**src/rtl/ritc_dac_servo_arbiter_if.sv**
```systemverilog
// Shared bus between the DAC requesters (RITC0/RITC1 servo loops, GLITCBUS),
// the DAC arbiter, and the RITC_Dual_DAC loader port.
interface ritc_dac_servo_arbiter_if #(
  parameter int NREQ = 3
);
  // Handshake: req[k] and its addr/chan/value/update are held until gnt[k]
  // pulses for one cycle, which is the cycle the data is captured; dac_wr and
  // dac_update are one-cycle strobes the loader acknowledges by raising
  // dac_busy and later dropping it when the load has finished.
  logic [NREQ-1:0]    req;
  logic [NREQ-1:0]    req_addr;
  logic [6*NREQ-1:0]  req_chan;
  logic [12*NREQ-1:0] req_value;
  logic [NREQ-1:0]    req_update;
  logic [NREQ-1:0]    gnt;
  logic               dac_addr;
  logic [5:0]         dac_chan;
  logic [11:0]        dac_value;
  logic               dac_wr;
  logic               dac_update;
  logic               dac_busy;

  modport master (
    output req, req_addr, req_chan, req_value, req_update, dac_busy,
    input  gnt, dac_addr, dac_chan, dac_value, dac_wr, dac_update
  );

  modport slave (
    input  req, req_addr, req_chan, req_value, req_update, dac_busy,
    output gnt, dac_addr, dac_chan, dac_value, dac_wr, dac_update
  );
endinterface

```
**src/rtl/ritc_dac_servo_arbiter.sv**
```systemverilog
// Round-robin arbiter/sequencer sharing the RITC DAC loader port: one write,
// an optional latch strobe, busy handshake and sticky loader-timeout flag.
module ritc_dac_servo_arbiter #(
  parameter int NREQ    = 3,
  parameter int TIMEOUT = 15
) (
  input  logic                     clk_i,
  input  logic                     rst_n_i,
  ritc_dac_servo_arbiter_if.slave  bus,
  input  logic                     err_clr_i,
  output logic                     err_o,
  output logic                     busy_o,
  output logic [15:0]              wr_count_o,
  output logic [2:0]               dbg_state_o
);

  localparam int LW = (NREQ > 1) ? $clog2(NREQ) : 1;
  localparam logic [3:0] CNT_LAST = 4'(TIMEOUT - 1);

  typedef enum logic [2:0] {
    S_IDLE    = 3'd0,
    S_WR      = 3'd1,
    S_WAIT_HI = 3'd2,
    S_WAIT_LO = 3'd3,
    S_UPD     = 3'd4,
    S_UPD_HI  = 3'd5,
    S_UPD_LO  = 3'd6
  } state_e;

  state_e          state_q, state_d;
  logic [LW-1:0]   last_q, last_d;
  logic [3:0]      cnt_q, cnt_d;
  logic [NREQ-1:0] gnt_q, gnt_d;
  logic            addr_q, addr_d;
  logic [5:0]      chan_q, chan_d;
  logic [11:0]     value_q, value_d;
  logic            upd_q, upd_d;
  logic            wr_q, wr_d;
  logic            updstb_q, updstb_d;
  logic            err_q, err_d;
  logic [15:0]     count_q, count_d;

  logic            found_hi, found_lo;
  logic [LW-1:0]   sel_hi, sel_lo, sel;

  // Round-robin pick: lowest requester above the last grant, else wrap to the lowest overall.
  always_comb begin
    found_hi = 1'b0;
    found_lo = 1'b0;
    sel_hi   = '0;
    sel_lo   = '0;
    for (int k = NREQ - 1; k >= 0; k--) begin
      if (bus.req[k]) begin
        if (LW'(k) > last_q) begin
          found_hi = 1'b1;
          sel_hi   = LW'(k);
        end
        found_lo = 1'b1;
        sel_lo   = LW'(k);
      end
    end
    sel = found_hi ? sel_hi : sel_lo;
  end

  always_comb begin
    state_d  = state_q;
    last_d   = last_q;
    cnt_d    = cnt_q;
    gnt_d    = '0;
    addr_d   = addr_q;
    chan_d   = chan_q;
    value_d  = value_q;
    upd_d    = upd_q;
    wr_d     = 1'b0;
    updstb_d = 1'b0;
    err_d    = err_q & ~err_clr_i;
    count_d  = count_q;

    case (state_q)
      S_IDLE: begin
        if (found_lo && !bus.dac_busy) begin
          for (int k = 0; k < NREQ; k++) begin
            if (sel == LW'(k)) begin
              gnt_d[k] = 1'b1;
              addr_d   = bus.req_addr[k];
              chan_d   = bus.req_chan[6*k +: 6];
              value_d  = bus.req_value[12*k +: 12];
              upd_d    = bus.req_update[k];
            end
          end
          last_d  = sel;
          state_d = S_WR;
        end
      end
      S_WR: begin
        wr_d    = 1'b1;
        cnt_d   = '0;
        state_d = S_WAIT_HI;
      end
      S_WAIT_HI: begin
        if (bus.dac_busy) begin
          state_d = S_WAIT_LO;
        end else if (cnt_q == CNT_LAST) begin
          err_d   = 1'b1;
          state_d = S_IDLE;
        end else begin
          cnt_d = cnt_q + 4'd1;
        end
      end
      S_WAIT_LO: begin
        if (!bus.dac_busy) begin
          count_d = count_q + 16'd1;
          state_d = upd_q ? S_UPD : S_IDLE;
        end
      end
      S_UPD: begin
        updstb_d = 1'b1;
        cnt_d    = '0;
        state_d  = S_UPD_HI;
      end
      S_UPD_HI: begin
        if (bus.dac_busy) begin
          state_d = S_UPD_LO;
        end else if (cnt_q == CNT_LAST) begin
          err_d   = 1'b1;
          state_d = S_IDLE;
        end else begin
          cnt_d = cnt_q + 4'd1;
        end
      end
      S_UPD_LO: begin
        if (!bus.dac_busy) begin
          state_d = S_IDLE;
        end
      end
      default: state_d = S_IDLE;
    endcase
  end

  always_ff @(posedge clk_i or negedge rst_n_i) begin
    if (!rst_n_i) begin
      state_q  <= S_IDLE;
      last_q   <= LW'(NREQ - 1);
      cnt_q    <= '0;
      gnt_q    <= '0;
      addr_q   <= 1'b0;
      chan_q   <= '0;
      value_q  <= '0;
      upd_q    <= 1'b0;
      wr_q     <= 1'b0;
      updstb_q <= 1'b0;
      err_q    <= 1'b0;
      count_q  <= '0;
    end else begin
      state_q  <= state_d;
      last_q   <= last_d;
      cnt_q    <= cnt_d;
      gnt_q    <= gnt_d;
      addr_q   <= addr_d;
      chan_q   <= chan_d;
      value_q  <= value_d;
      upd_q    <= upd_d;
      wr_q     <= wr_d;
      updstb_q <= updstb_d;
      err_q    <= err_d;
      count_q  <= count_d;
    end
  end

  assign bus.gnt        = gnt_q;
  assign bus.dac_addr   = addr_q;
  assign bus.dac_chan   = chan_q;
  assign bus.dac_value  = value_q;
  assign bus.dac_wr     = wr_q;
  assign bus.dac_update = updstb_q;
  assign err_o          = err_q;
  assign busy_o         = (state_q != S_IDLE);
  assign wr_count_o     = count_q;
  assign dbg_state_o    = state_q;

endmodule

```
**src/flat_wrapper.sv**
```systemverilog
// flat-port wrapper written by rule: the top's interface ports become plain ports
module ritc_dac_servo_arbiter_flat 
#(
  parameter int NREQ    = 3,
  parameter int TIMEOUT = 15
)
  (clk_i, rst_n_i, err_clr_i, err_o, busy_o, wr_count_o, dbg_state_o, bus_req, bus_req_addr, bus_req_chan, bus_req_value, bus_req_update, bus_dac_busy, bus_gnt, bus_dac_addr, bus_dac_chan, bus_dac_value, bus_dac_wr, bus_dac_update);
  ritc_dac_servo_arbiter_if #(.NREQ(NREQ)) bus_i ();
  input  logic clk_i;
  input  logic rst_n_i;
  input  logic err_clr_i;
  output logic err_o;
  output logic busy_o;
  output logic [15:0] wr_count_o;
  output logic [2:0] dbg_state_o;
  input wire logic [$bits(bus_i.req)-1:0] bus_req;
  input wire logic [$bits(bus_i.req_addr)-1:0] bus_req_addr;
  input wire logic [$bits(bus_i.req_chan)-1:0] bus_req_chan;
  input wire logic [$bits(bus_i.req_value)-1:0] bus_req_value;
  input wire logic [$bits(bus_i.req_update)-1:0] bus_req_update;
  input wire logic [$bits(bus_i.dac_busy)-1:0] bus_dac_busy;
  output wire logic [$bits(bus_i.gnt)-1:0] bus_gnt;
  output wire logic [$bits(bus_i.dac_addr)-1:0] bus_dac_addr;
  output wire logic [$bits(bus_i.dac_chan)-1:0] bus_dac_chan;
  output wire logic [$bits(bus_i.dac_value)-1:0] bus_dac_value;
  output wire logic [$bits(bus_i.dac_wr)-1:0] bus_dac_wr;
  output wire logic [$bits(bus_i.dac_update)-1:0] bus_dac_update;
  assign bus_i.req = bus_req;
  assign bus_i.req_addr = bus_req_addr;
  assign bus_i.req_chan = bus_req_chan;
  assign bus_i.req_value = bus_req_value;
  assign bus_i.req_update = bus_req_update;
  assign bus_i.dac_busy = bus_dac_busy;
  assign bus_gnt = bus_i.gnt;
  assign bus_dac_addr = bus_i.dac_addr;
  assign bus_dac_chan = bus_i.dac_chan;
  assign bus_dac_value = bus_i.dac_value;
  assign bus_dac_wr = bus_i.dac_wr;
  assign bus_dac_update = bus_i.dac_update;
  ritc_dac_servo_arbiter #(.NREQ(NREQ), .TIMEOUT(TIMEOUT)) u_core (.clk_i(clk_i), .rst_n_i(rst_n_i), .bus(bus_i), .err_clr_i(err_clr_i), .err_o(err_o), .busy_o(busy_o), .wr_count_o(wr_count_o), .dbg_state_o(dbg_state_o));
endmodule
```
**config.mk**
```make
export PLATFORM = sky130hd
export DESIGN_NAME = ritc_dac_servo_arbiter_flat
export DESIGN_NICKNAME = d
export VERILOG_FILES = /design/src/rtl/ritc_dac_servo_arbiter_if.sv /design/src/rtl/ritc_dac_servo_arbiter.sv /design/src/flat_wrapper.sv
export SDC_FILE = /design/constraint.sdc
export NUM_CORES = 1
export LEC_CHECK = 0
export BUFFER_PORTS_ARGS = -buffer_cell sky130_fd_sc_hd__buf_2
export CAP_MARGIN = 30
export CORE_ASPECT_RATIO = 1.4
export CORE_MARGIN = 2
export CORE_UTILIZATION = 45
export DETAILED_ROUTE_END_ITERATION = 8
export GPL_TIMING_DRIVEN = 0
export PLACE_DENSITY = 0.86
export SLEW_MARGIN = 20
export SYNTH_ARGS = -nofsm -noshare
export SYNTH_HDL_FRONTEND = slang
export SYNTH_SLANG_ARGS = --single-unit
```
**constraint.sdc**
```tcl
create_clock -name clk_i -period 2 [get_ports clk_i]
set_clock_uncertainty 0.15 [all_clocks]
set_input_delay 0.3 -clock clk_i [delete_from_list [all_inputs] [get_ports clk_i]]
set_output_delay 0.3 -clock clk_i [all_outputs]
set_load 0.1 [all_outputs]
```
-- After elaboration in Yosys (flattened, before gate mapping)
Cells that the tools add are included.
- flip-flop bits (word level): 51
- bits of input ports: 67
- memory bits (read-only): 0
- logic and storage cells: 100
- bits in latches: 0
- memories: 0
- RAM bits: 0
- output and inout bits: 45
- multiply operators: 0
- $lt $le $gt $ge: 3
- bitwise operators: 3
- reduce and logical (&&, ||, !) cells: 14
- add/sub/neg operators: 2
- equality and inequality tests: 14
- shift operators: 0
- mux-type cells: 52
- divide/modulo/power cells: 0
- operator list (cell ; number):
    $mux W12 ; 3
    $mux W3 ; 9
    $mux W1 ; 23
    $pmux W3 S7 ; 1
    $mux W2 ; 10
    $mux W6 ; 3
    $add A16 B1 Y16 const B ; 1
    $eq A3 B3 Y1 const B ; 3
    $reduce_and A3 Y1 ; 3
    $mux W4 ; 2
    $ne A2 B2 Y1 const B ; 4
    $pmux W4 S2 ; 1
    $eq A3 B2 Y1 const B ; 2
    $reduce_bool A3 Y1 ; 2
    $add A4 B1 Y4 const B ; 1
    $eq A4 B4 Y1 const B ; 1
    $gt A1 B2 Y1 const A ; 2
    $reduce_and A2 Y1 ; 2
    $reduce_or A2 Y1 ; 2
    $eq A3 B1 Y1 const B ; 1
    $logic_not A3 Y1 ; 1
    $eq A2 B1 Y1 const B ; 1
    $eq A2 B2 Y1 const B ; 1
    $gt A2 B2 Y1 const A ; 1
    other kinds (7) ; 8

-- Depth between registers and ports, before layout
- depth after elaboration: 12
- gate-level depth with buffers: 7
- gate-level depth less buffers: 6

-- Least setup slack after synthesis
Ideal clock, no wire load.
- path kind: register to register
- start point: register u_core.state_q[1], in the netlist u_core.dbg_state_o[1]
- end point: register u_core.addr_q, in the netlist u_core.bus.dac_addr
- period minus slack after synthesis: 2.808 ns
- library setup time: 0.128 ns
- required time: 1.722 ns
- setup slack: -0.808 ns
- buffers on the path: 2
- arrival: 2.530 ns
- stages on the path, launching flop included: 8
- cells stage by stage: dfrtp_1 > nor3_2 > inv_1 > or3_1 > clkbuf_1 > buf_2 > a22oi_1 > o21ai_1
- longest elaborated chain between the ends: 2
- RTL lines (what ; RTL line ; source):
    start, declared ; ritc_dac_servo_arbiter.sv:30 ; state_e state_q, state_d;
    start signal, assigned ; ritc_dac_servo_arbiter.sv:155 ; state_q <= state_d;
    $logic_not A3 Y1 ; ritc_dac_servo_arbiter.sv:79 ; case (state_q)
    $reduce_and A3 Y1 (no source line) ; n/a ;
    end signal, assigned ; ritc_dac_servo_arbiter.sv:159 ; addr_q <= addr_d;
    end, declared ; ritc_dac_servo_arbiter.sv:34 ; logic addr_q, addr_d;
No other way between the ends.
A chain may end at the register's enable or synchronous reset.

-- Worst setup path after layout
- start point: register u_core.state_q[2], in the netlist u_core.dbg_state_o[2]
- end point: register u_core.value_q[3], in the netlist u_core.bus.dac_value[3]
- longest elaborated chain between the ends: 2
- RTL lines (what ; RTL line ; source):
    $logic_not A3 Y1 ; ritc_dac_servo_arbiter.sv:79 ;
    $reduce_and A3 Y1 (no source line) ; n/a ;
    end signal, assigned ; ritc_dac_servo_arbiter.sv:161 ; value_q <= value_d;
    end, declared ; ritc_dac_servo_arbiter.sv:36 ; logic [11:0] value_q, value_d;
No other way between the ends.

==> flow_metrics.py <==
metrics = {
    "outcome": {
        "outcome": "finished, final reports clean",
    },
    "sta": {
        "tightest_slew_ns": 0.5382,
        "hold_violations": 0,
        "period_share": 0.9914,
        "slew_headroom": 0.6412,
        "rsz0062_at_grt": "true",
        "slew_violations": 0,
        "period_needed_ns": 1.983,
        "setup_viol": 0,
        "timing.hold.ws_ns": 0.03328,
        "fmaxAchievable_mhz": 504.3,
        "tns_ns": 0,
    },
    "power": {
        "seqPwrFrac": 0.279,
        "combPwrFrac": 0.592,
        "p_clk_frac": 0.129,
        "p_switching_uw": 3263,
        "p_per_area_mw_per_mm2": 1730,
        "p_total_uw": 5841,
        "p_sw_frac": 0.5586,
        "p_leak_uw": 0.001750,
        "ir_drop_v": 0.001005,
        "internal_power_uw": 2578,
    },
    "detailed_routing": {
        "route.vias.total": 2214,
        "wl_met2_mm": 2.963,
        "wl_per_cell_um": 13.58,
        "drc_errors": 0,
        "dr.pass1.iters": 4,
        "drt_iter0_drc": 146,
        "met1_length_mm": 2.279,
        "highest_layer": "met4",
        "wl_mm": 5.677,
        "viasPerCell": 5.297,
        "antenna_left": 0,
        "wl_met3_um": 341,
    },
    "global_routing": {
        "first_global_vias": 2087,
        "grt_antenna_before_repair": 0,
        "track_usage": 0.1965,
        "grt_max_degree": 30,
        "gr-total-overflow": 0,
        "grt_pass1_wl_mm": 9.404,
    },
    "logic_synthesis": {
        "synthMuxAreaShare": 0.09639,
        "ys_ff_latch": 51,
        "syn_area_mm2": 0.002492,
        "synth_top_area_cell": "dfrtp_1",
        "yosys_warnings": 0,
        "synth_fa_ha_area_frac": 0.01506,
        "synthCells": 230,
        "synth_edf_count": 0,
        "synth_top_family_by_area": "compound AO/OA/AOI/OAI gates",
        "syn-num-nets": 300,
        "synthSimpleGateAreaFrac": 0.1370,
        "synthFlopType": "dfrtp_1",
        "yosysTopAreaCellShare": 0.5020,
        "syn_area_per_cell_um2": 10.84,
        "synth_compound_area_frac": 0.1471,
        "ys_types": 39,
        "async_flop_share": 1.000,
        "synthXorXnorAreaFrac": 0.05271,
        "ys_seq_area_frac": 0.5126,
        "yosys-top-cells-area": "dfrtp_1 50%, mux2i_1 9.6%, a22oi_1 6.0%",
    },
    "cts": {
        "clockBufferDepth": 2,
        "cts_made_buffers": 5,
        "htreeDepth": 2,
        "cts.sinks": 51,
        "cts_root_buffer": "clkbuf_8",
        "tritoncts": "done",
        "cts.clk_slew.worst_paths_ns": 0.10,
        "clkLatencyLatePin_ns": 0.30,
    },
    "placed_design": {
        "hpwl_mm": 4.392,
        "port-buffer-count": 110,
        "globalplace.congestion": 0.8114,
        "place_area_mm2": 0.003209,
    },
    "worst_setup_path": {
        "start_kind": "flip-flop",
        "crit_arrival_ns": 2.06,
        "critPathKind": "reg2reg",
        "worst-r2r-cell-count": 6,
        "cp_data_required_time_ns": 2.07,
        "slowest_stage": "dfrtp_4",
        "end_kind": "flip-flop",
        "path_cells": "nor3_4 -> clkinvlp_4 -> or3_4 -> nand2b_4 -> buf_6 -> o21ai_1",
        "max_stage_delay_ns": 0.52,
        "cp_max_fo": 10,
    },
    "hold_path": {
        "worstHoldPathCells": 2,
        "min_path_type": "in2reg",
    },
    "layout": {
        "post-route-util": 0.6202,
        "final_layout_size_suffix_gt1_frac": 0.4543,
        "area_growth_syn_to_layout_pct": 35.49,
        "layout_common_cells": "113 x buf_2, 36 x dfrtp_1, 24 x mux2i_1",
        "final_nets": 419,
        "multi_input_area_mm2": 0.001164,
        "final_common_cell": "buf_2",
        "antenna_cells_inserted": 0,
        "postLayoutCellArea_mm2": 0.003377,
        "fill_cells": 473,
        "seq_area_mm2": 0.001303,
    },
    "floorplanning": {
        "io-pin-count": 112,
        "die_area_mm2": 0.006158,
        "die_w_um": 66.90,
        "die_height_um": 92.06,
        "initial_core_util": 0.4577,
        "rows": 32,
        "core_area_mm2": 0.005445,
    },
    "flow_run": {
        "drv_cap": 0,
    },
}
## state kept, by name, summed over array words and instances (netlist names)
signal                 count
u_core.wr_count_o         16
u_core.err_o               1
u_core.bus.dac_chan        6
u_core.bus.dac_update      1
u_core.last_q              2
u_core.bus.gnt             3
u_core.cnt_q               4
u_core.bus.dac_addr        1
u_core.bus.dac_value      12
u_core.bus.dac_wr          1
u_core.upd_q               1
u_core.dbg_state_o         3
## cell usage after synthesis (all sizes together), types with 4 or more instances
library cell and number:
dfrtp 50, o21ai 25, mux2i 24, a22oi 20, nand2 20, xnor2 9
buf 8, inv 7, nor2 7, xor2 6, a21oi 5, clkbuf 5
nand3 5, nand4 4, nor3 4, nor3b 4
## kinds of logic after synthesis
logic type / after synthesis
compound gates: 57
fa+ha+maj: 3
xor+xnor: 15
mux: 24
simple gates: 60
buf+inv: 20
flops: 51
## critical path: cells and delay by family, from the launching register on
kind	cells	cell delay (ns)
compound gates	1	0.13
simple gates	3	0.81
buf+inv	2	0.30
flops	1	0.52
## through the flow
step                      setup WS [ns]  std cells
final                           0.01714        418
after global routing           -0.06720        418
after CTS                       0.01590        418
after detailed placement       -0.07920        409
after global placement         -0.06884        408
after floorplan                 -0.5973        230
## cell type report
type                            instances  share of cell area
Multi-Input combinational cell        159              0.3446
Tap cell                               68             0.02519
Timing Repair Buffer                  113              0.1741
Clock buffer                            6             0.02445
Sequential cell                        51              0.3857
Buffer                                 12             0.02557
Inverter                                7            0.008892
Clock inverter                          2             0.01149
## per-layer routing
metal | track usage | up-vias
met4 | 0.05952 | 0
met2 | 0.3358 | 81
met3 | 0.04417 | 8
li1 | - | 1060
met5 | 0 | -
met1 | 0.2428 | 1065
## power groups by stage
stage               clock network (µW)  logic (µW)  registers [µW]
floorplan                            0         994            3470
global placement                     0        3370            1630
detailed placement                   0        3420            1640
CTS                                778        3450            1620
global route                       821        3630            1680
finish                             753        3460            1630
## worst paths after layout
kind,start,to,slack [ns]
setup / recovery,u_core.dbg_state_o[2]$_DFFE_PN0P_,u_core.bus.dac_value[3]$_DFFE_PN0P_,0.02
hold reg to reg,u_core.wr_count_o[15]$_DFFE_PN0P_,u_core.wr_count_o[15]$_DFFE_PN0P_,0.32
min in group asynchronous,rst_n_i,u_core.bus.dac_value[10]$_DFFE_PN0P_,0.36
hold / removal,err_clr_i,u_core.err_o$_DFF_PN0_,0.03
max in group asynchronous,rst_n_i,u_core.dbg_state_o[0]$_DFFE_PN0P_,0.79
setup reg to reg,u_core.dbg_state_o[2]$_DFFE_PN0P_,u_core.bus.dac_value[3]$_DFFE_PN0P_,0.02
## repair_timing
item | in CTS | in global routing
buffers inserted | 1 | 0
hold buffers | 1 | 0
resized for setup | 3 | 8
pin swaps | 1 | 0
endpoints found under the hold margin | 21 | 0
setup endpoints to repair | 20 | 22
No activity file was read; power rests on OpenSTA's default activity.
